### src/rtl/cipher_out_unpacker_if.sv
// Bus bundle between the cipher core result path, the unpacker and the word sink.
// The slave modport is the unpacker's view; master is the surrounding environment.
interface cipher_out_unpacker_if;
   logic [127:0] core_data;
   logic         core_data_valid;
   logic         w_ready;
   logic         ovf_clear;
   logic [31:0]  w_data;
   logic         w_valid;
   logic         w_last;
   logic         buf_space;
   logic         ovf;

   modport master (
      output core_data, core_data_valid, w_ready, ovf_clear,
      input  w_data, w_valid, w_last, buf_space, ovf
   );

   modport slave (
      input  core_data, core_data_valid, w_ready, ovf_clear,
      output w_data, w_valid, w_last, buf_space, ovf
   );
endinterface

### src/rtl/cipher_out_unpacker.sv
// Two-deep 128-bit result FIFO serialized MSW-first into 32-bit words with valid/ready.
// Define CIPHER_UNPACK_BSWAP_EN to byte-reverse every emitted word.
module cipher_out_unpacker (
   input  logic                  clk,
   input  logic                  resetN,
   cipher_out_unpacker_if.slave  bus_io
);

   typedef enum logic [0:0] {StIdle, StSend} state_e;

   state_e       state_q, state_d;
   logic [1:0]   widx_q, widx_d;
   logic [1:0]   count_q, count_d;
   logic         wr_ptr_q, wr_ptr_d;
   logic         rd_ptr_q, rd_ptr_d;
   logic         ovf_q, ovf_d;
   logic [127:0] buf_q [2];

   logic         handshake;
   logic         pop;
   logic         push;
   logic         drop;
   logic [127:0] head_blk;
   logic [31:0]  head_word;
   logic [31:0]  out_word;

   function automatic logic [31:0] fmt_word(input logic [31:0] w);
`ifdef CIPHER_UNPACK_BSWAP_EN
      return {w[7:0], w[15:8], w[23:16], w[31:24]};
`else
      return w;
`endif
   endfunction

   // A pop frees the head slot in the same cycle, so a full FIFO may still accept.
   always_comb begin
      handshake = (state_q == StSend) && bus_io.w_ready;
      pop       = handshake && (widx_q == 2'd3);
      push      = bus_io.core_data_valid && ((count_q < 2'd2) || pop);
      drop      = bus_io.core_data_valid && (count_q == 2'd2) && !pop;
   end

   always_comb begin
      wr_ptr_d = wr_ptr_q;
      rd_ptr_d = rd_ptr_q;
      count_d  = count_q + 2'(push) - 2'(pop);
      ovf_d    = ovf_q;
      if (push) begin
         wr_ptr_d = ~wr_ptr_q;
      end
      if (pop) begin
         rd_ptr_d = ~rd_ptr_q;
      end
      if (drop) begin
         ovf_d = 1'b1;
      end else if (bus_io.ovf_clear) begin
         ovf_d = 1'b0;
      end
   end

   always_comb begin
      state_d = state_q;
      widx_d  = widx_q;
      unique case (state_q)
         StIdle: begin
            if (count_q != 2'd0) begin
               state_d = StSend;
               widx_d  = 2'd0;
            end
         end
         StSend: begin
            if (handshake) begin
               widx_d = widx_q + 2'd1;
               // Stay in StSend across the pop whenever another block is queued.
               if (pop && (count_d == 2'd0)) begin
                  state_d = StIdle;
               end
            end
         end
         default: begin
            state_d = StIdle;
            widx_d  = 2'd0;
         end
      endcase
   end

   always_ff @(posedge clk) begin
      if (!resetN) begin
         state_q  <= StIdle;
         widx_q   <= 2'd0;
         count_q  <= 2'd0;
         wr_ptr_q <= 1'b0;
         rd_ptr_q <= 1'b0;
         ovf_q    <= 1'b0;
      end else begin
         state_q  <= state_d;
         widx_q   <= widx_d;
         count_q  <= count_d;
         wr_ptr_q <= wr_ptr_d;
         rd_ptr_q <= rd_ptr_d;
         ovf_q    <= ovf_d;
      end
   end

   always_ff @(posedge clk) begin
      if (resetN && push) begin
         buf_q[wr_ptr_q] <= bus_io.core_data;
      end
   end

   always_comb begin
      head_blk = buf_q[rd_ptr_q];
      unique case (widx_q)
         2'd0:    head_word = head_blk[127:96];
         2'd1:    head_word = head_blk[95:64];
         2'd2:    head_word = head_blk[63:32];
         default: head_word = head_blk[31:0];
      endcase
      out_word = (state_q == StSend) ? fmt_word(head_word) : 32'd0;
   end

   assign bus_io.w_data    = out_word;
   assign bus_io.w_valid   = (state_q == StSend);
   assign bus_io.w_last    = (state_q == StSend) && (widx_q == 2'd3);
   assign bus_io.buf_space = (count_q < 2'd2);
   assign bus_io.ovf       = ovf_q;

   a_valid_needs_data: assert property (@(posedge clk) disable iff (!resetN)
      bus_io.w_valid |-> (count_q != 2'd0));
   a_count_range: assert property (@(posedge clk) disable iff (!resetN)
      count_q <= 2'd2);
   a_stall_stable: assert property (@(posedge clk) disable iff (!resetN)
      (bus_io.w_valid && !bus_io.w_ready) |=> ($stable(bus_io.w_data) && $stable(bus_io.w_last)));

endmodule

### src/flat_wrapper.sv
// flat-port wrapper written by rule: the top's interface ports become plain ports
module cipher_out_unpacker_flat 
  (clk, resetN, bus_io_core_data, bus_io_core_data_valid, bus_io_w_ready, bus_io_ovf_clear, bus_io_w_data, bus_io_w_valid, bus_io_w_last, bus_io_buf_space, bus_io_ovf);
  cipher_out_unpacker_if bus_io_i ();
  input  logic clk;
  input  logic resetN;
  input wire logic [$bits(bus_io_i.core_data)-1:0] bus_io_core_data;
  input wire logic [$bits(bus_io_i.core_data_valid)-1:0] bus_io_core_data_valid;
  input wire logic [$bits(bus_io_i.w_ready)-1:0] bus_io_w_ready;
  input wire logic [$bits(bus_io_i.ovf_clear)-1:0] bus_io_ovf_clear;
  output wire logic [$bits(bus_io_i.w_data)-1:0] bus_io_w_data;
  output wire logic [$bits(bus_io_i.w_valid)-1:0] bus_io_w_valid;
  output wire logic [$bits(bus_io_i.w_last)-1:0] bus_io_w_last;
  output wire logic [$bits(bus_io_i.buf_space)-1:0] bus_io_buf_space;
  output wire logic [$bits(bus_io_i.ovf)-1:0] bus_io_ovf;
  assign bus_io_i.core_data = bus_io_core_data;
  assign bus_io_i.core_data_valid = bus_io_core_data_valid;
  assign bus_io_i.w_ready = bus_io_w_ready;
  assign bus_io_i.ovf_clear = bus_io_ovf_clear;
  assign bus_io_w_data = bus_io_i.w_data;
  assign bus_io_w_valid = bus_io_i.w_valid;
  assign bus_io_w_last = bus_io_i.w_last;
  assign bus_io_buf_space = bus_io_i.buf_space;
  assign bus_io_ovf = bus_io_i.ovf;
  cipher_out_unpacker u_core (.clk(clk), .resetN(resetN), .bus_io(bus_io_i));
endmodule
### config.mk
export PLATFORM = sky130hd
export DESIGN_NAME = cipher_out_unpacker_flat
export DESIGN_NICKNAME = d
export VERILOG_FILES = /design/src/rtl/cipher_out_unpacker_if.sv /design/src/rtl/cipher_out_unpacker.sv /design/src/flat_wrapper.sv
export SDC_FILE = /design/constraint.sdc
export NUM_CORES = 1
export LEC_CHECK = 0
export CAP_MARGIN = 20
export CORE_MARGIN = 1.5
export CORE_UTILIZATION = 40
export DETAILED_ROUTE_END_ITERATION = 10
export PLACE_DENSITY = 0.65
export REMOVE_ABC_BUFFERS = 1
export SYNTH_ARGS = -nofsm -noshare
export SYNTH_HDL_FRONTEND = slang
export SYNTH_SLANG_ARGS = --single-unit
### constraint.sdc
create_clock -name clk -period 7.4 [get_ports clk]
set_input_delay 1.11 -clock clk [delete_from_list [all_inputs] [get_ports clk]]
set_output_delay 1.11 -clock clk [all_outputs]
set_load 0.02 [all_outputs]
==> flow_summary.yaml, run 1 <==
clock_network:
  cts_buffer_depth: 3
  clkLatencyLatePin_ps: 510
  htree_num_levels: 1
  cts_resized: 0
  path_clk_slew_ps: 60
  clock_sinks: 265
  cts_inserted_buffers: 25
  root_buffer: "clkbuf_16"
  cts_setup_buffers: 0
  cts_tree: "built"
  cts_hold_buffers: 0
synth:
  async_flop_share_pct: 0
  ys_top_cells_by_count: "edfxtp_1, nand2_1, a22oi_1"
  synth_seq_cells: 265
  synth_cell_types: 34
  synth-edff-count: 256
  ys_warn_count: 0
  yosysMostFrequentCell: "edfxtp_1"
  synth_top_area_cell: "edfxtp_1"
  synth-seq-area-share_pct: 75.4
  synth_area_leaders: "edfxtp_1, a22oi_2, mux2i_1, o211a_1, a32oi_1"
  yosysTopAreaCellShare_pct: 73.7
  ys.flop_type: "edfxtp_1"
  synth_cells: 606
  syn_area_sq_um: 10400
  syn_area_per_cell_sq_um: 17.2
routing:
  drt_iter0_drc: 492
  route.detailed.drc: 0
  avgRoutedWirePerCell_um: 19.5
  drt_first_pass_iters: 5
  vias: 5869
  ant_nets: 0
  vias_per_cell: 5.29
  wl_mm: 21.6
floorplan:
  fp-row-count: 58
  die_area_sq_um: 27100
  core_sq_um: 25400
  die_h_um: 164
  die_w_um: 164
  ios: 169
  start_util_pct: 41.1
sta:
  max_freq_mhz: 230
  timing.slew.headroom_pct: 29.6
  fin_crit_ps: 4350
  slew_viol_final: 0
  fin_crit_sh_pct: 58.8
  skew_ps: 9.16
  tns_ps: 0
  rsz0062_at_grt: "false"
  hold_viol_final: 0
  setup-violations-final: 0
  tightest_slew_ps: 1060
pwr:
  worst_ir_drop_vdd_v: 0.000107
  leakagePower_nw: 4.33
  power_w: 0.00321
  p_per_area_nw_per_um2: 247
status:
  status: "complete, no violations"
global_routing:
  grt_pass1_vias: 6069
  antenna_found_initial: 1
  grt_pass1_wl_mm: 32.2
  grt_use_total_pct: 15.6
  overflow: 0
  grt_max_degree: 74
final_layout:
  postLayoutCellArea_sq_um: 13000
  multi_input_area_sq_um: 2260
  register_area_sq_um: 7870
  fin_nets: 903
  drive_above_1_share_pct: 9.51
  final_util_pct: 51.2
  fillers: 2062
  instances_no_fill: 1110
  area_delta_synth_final_pct: 24.8
critical_path:
  crit_path_end_kind: "primary output"
  arrival_ps: 3240
  path_class: "register to primary output"
  required_ps: 6290
  max_stage_delay_ps: 800
  critPathLaunchType: "register"
  worst_path_max_delay_cell: "ha_4"
  worstPathCellList: "inv_1, ha_4, a22oi_1, a32oi_1, o211a_1, clkdlybuf4s50_1"
  cp_max_fo: 64
min_path:
  hold_class: "register to register"
place:
  dp.cells: 1066
  gp_congestion: 0.735
  dp_hpwl_mm: 13.0
  portBuffers: 168
  placed_area_sq_um: 12300
job:
  cap_viol_max_count: 0
## worst paths after layout
path	start	endpoint	slack, ps	cells after the start
hold reg to reg	u_core.bus_io.ovf	u_core.bus_io.ovf	480	2
setup reg to reg	u_core.bus_io.w_valid	u_core.buf_q[1][125]	3610	4
hold / removal	u_core.bus_io.ovf	u_core.bus_io.ovf	480	2
setup / recovery	u_core.widx_q[0]	bus_io_w_data[12]	3050	6
## per-layer routing
metal	up-vias	global-route usage (%)	share of wire, %
met3	36	2.71	6.5
met2	186	26.7	50
li1	2742	-	-
met4	0	4.95	2.0
met5	-	0	0
met1	2905	20.3	41
## sequential cells by signal, summed over array words and instances (netlist names), named ones only
name                   cells
u_core.buf_q             256
u_core.widx_q              2
u_core.count_q             2
u_core.rd_ptr_q            1
u_core.bus_io.ovf          1
u_core.bus_io.w_valid      1
u_core.wr_ptr_q            1
## cells by family (layout without fill, tap and decap cells)
kind of cell    Yosys count  after routing  synth area share, %
mux                      32             32                 3.07
xor+xnor                  3              3                0.252
compound gates          169            169                 13.8
buf+inv                  50            222                 3.36
flops                   265            265                 75.4
simple gates             80             80                 3.21
other cells               0              2                    0
fa+ha+maj                 7              7                0.840
## final cells by class
class                      count  share of cell area, %
inverter                       6                  0.173
multi-input combinational    291                   17.3
tap                          330                   3.17
clock buffer                  32                   5.01
antenna                        2                 0.0385
timing repair buffer         174                   13.3
sequential                   265                   60.5
clock inverter                10                  0.519
## per-stage QoR
step                hold WS, ps  worst slack [ps]
finish                      476              3050
global route                514              2860
CTS                         481              3000
detailed placement          473              3090
global placement            455              3200
floorplan                   469             -10.5
## report_power, final
part	internal (W)	total (W)	switching, W
Sequential	0.00172	0.00176	0.0000339
Clock	0.000650	0.00114	0.000492
Combinational	0.000154	0.000313	0.000158
## worst max-delay path: cells and delay by family, from the launching register on
| family | cells | cell delay [ps] |
|---|---|---|
| AO/OA/AOI/OAI | 3 | 750 |
| adder cells (fa/ha/maj) | 1 | 800 |
| buffers and inverters | 2 | 780 |
| flip-flops | 1 | 380 |
## cell usage in the layout (no fill, tap or decap), drive strengths merged, types with 2 or more instances in the layout
master / n
edfxtp: 256
clkdlybuf4s50: 168
nand2: 65
a22oi: 64
a21oi: 32
a32oi: 32
mux2i: 32
o211a: 32
clkbuf: 32
dfxtp: 9
clkinv: 9
ha: 7
buf: 6
inv: 6
and2: 5
a21boi: 4
xnor2: 3
nand3: 3
diode: 2
nor2b: 2
o21ai: 2
Note: power is estimated with default switching activity, not from simulation.
==> inputs of run 2 (changes only) <==
- clock period: 7.4 -> 3.9 ns (I/O delays scaled with it)
==> run 2 against run 1 <==
Compared with the run above: utilization grew 1.4 points; routed wire length rose by 4.3%; sequential power rose by 89%; clock-buffer cell count increased by 4; non-clock buffer count grew 6; worst hold slack better by 3.6 ps; via count increased by 1.7%.
==> flow_summary.yaml, run 2 (synthesis gave the netlist of run 1 again) <==
status:
  status: "complete, no violations"
final_layout:
  antenna_cells: 0
  final_common_cell: "edfxtp_1"
  largest_reg_flops: 256
  fin_nets: 912
  area_delta_synth_final_pct: 28.2
  top_register: "u_core.buf_q"
  final_util_pct: 52.7
  layout_common_cells: "edfxtp_1, clkdlybuf4s50_1, nand2_1, a22oi_1"
  drive_above_1_share_pct: 11.7
  instances_no_fill: 1124
  reg_top3: "u_core.buf_q (256), u_core.count_q (2), u_core.widx_q (2)"
global_routing:
  grt_pass1_wl_mm: 33.9
  grt_pass1_vias: 6320
  overflow: 0
  grt_max_degree: 129
  grt_use_total_pct: 16.4
  antenna_found_initial: 0
clock_network:
  cts_buffer_depth: 3
  clock_sinks: 265
  clkLatencyLatePin_ps: 530
  htree_num_levels: 1
  cts_tree: "built"
  cts_inserted_buffers: 28
  path_clk_slew_ps: 50
  root_buffer: "clkbuf_16"
  cts_setup_buffers: 0
job:
  cap_viol_max_count: 0
sta:
  hold_ws_ps: 479
  slew_viol_final: 0
  hold_viol_final: 0
  tns_ps: 0
  rsz0062_at_grt: "false"
  skew_ps: 12.6
  timing.slew.headroom_pct: 49.5
  fin_crit_sh_pct: 93.3
  tightest_slew_ps: 757
  max_freq_mhz: 275
  setup-violations-final: 0
  fin_crit_ps: 3640
routing:
  avgRoutedWirePerCell_um: 20.1
  drt_first_pass_iters: 4
  vias: 5967
  drt_iter0_drc: 308
  route.detailed.drc: 0
  ant_nets: 0
  wl_mm: 22.5
  vias_per_cell: 5.31
critical_path:
  worstPathCellList: "inv_1, ha_4, buf_12, a22oi_2, a32oi_1, o211a_1, clkdlybuf4s50_1"
  max_stage_delay_ps: 620
  reg2reg_slack_ps: 1390
  arrival_ps: 3060
  cp_max_fo: 30
  crit_path_end_kind: "primary output"
  worst_path_max_delay_cell: "clkdlybuf4s50_1"
  r2r_cells: 4
  reg2reg_from: "u_core.bus_io.w_valid"
  path_class: "register to primary output"
  critPathLaunchType: "register"
  required_ps: 3310
  r2r_end: "u_core.buf_q[1][83]"
floorplan:
  die_w_um: 164
  start_util_pct: 41.1
  core_sq_um: 25400
  fp-row-count: 58
  ios: 169
  die_area_sq_um: 27100
  die_h_um: 164
place:
  gp_congestion: 0.741
  portBuffers: 168
  dp_hpwl_mm: 14.0
  dp.cells: 1072
min_path:
  hold_class: "register to register"
  hp-start: "u_core.bus_io.ovf"
  hold_depth: 2
  whs_endpoint: "u_core.bus_io.ovf"
pwr:
  worst_ir_drop_vdd_v: 0.000288
  p_per_area_nw_per_um2: 494
  leakagePower_nw: 4.50
run 2: routing by layer:
metal  vias to the layer above  wire length (um)  GRT usage, %
met4                         0               403          3.97
met1                      2989              9190          20.6
met5                         -                 0             0
met2                       177             11700          29.5
li1                       2773                 -             -
met3                        28              1240          2.66
run 2: how the worst max path moves through the flow:
stage / startpoint / endpoint / slack, ps
3_3_place_gp: u_core.widx_q[0] / bus_io_w_data[9] / 760
6_report: u_core.widx_q[0] / bus_io_w_data[9] / 260
2_1_floorplan: u_core.bus_io.w_valid / u_core.buf_q[0][0] / -3510
5_1_grt: u_core.widx_q[1] / bus_io_w_data[12] / 60
4_1_cts: u_core.widx_q[0] / bus_io_w_data[9] / 110
3_5_place_dp: u_core.widx_q[0] / bus_io_w_data[9] / 660
run 2: layout make-up:
class	count	area, sq um
Clock buffer	36	752
Clock inverter	16	180
Fill cell	2061	12000
Inverter	6	22.5
Multi-Input combinational cell	291	2270
Sequential cell	265	7870
Tap cell	330	413
Timing Repair Buffer	180	1870
run 2: timing repair:
action                                 CTS  global route
setup endpoints to repair                0             1
gates resized for setup                  0             1
hold buffers                             0             0
endpoints found under the hold margin    0             0
run 2: per-stage QoR:
stage / instance area [sq um] / power [W] / setup WS [ps]
floorplan: 10100 / 0.00367 / -3510
global placement: 12400 / 0.00399 / 756
detailed placement: 12400 / 0.00401 / 662
CTS: 13400 / 0.00668 / 113
global route: 13400 / 0.00683 / 59.2
finish: 13400 / 0.00661 / 260
run 2: power breakdown:
| part | switching [W] | total, W | internal (W) |
|---|---|---|---|
| sequential | 0.0000516 | 0.00332 | 0.00327 |
| combinational | 0.000319 | 0.000626 | 0.000307 |
| clock | 0.00104 | 0.00266 | 0.00162 |
run 2: worst max-delay path, delay by kind of cell (launching register included):
| kind | cells | cell delay [ps] |
|---|---|---|
| buffers and inverters | 3 | 1080 |
| AOI/OAI and AO/OA | 3 | 560 |
| adders and majority gates | 1 | 490 |
| DFF | 1 | 370 |
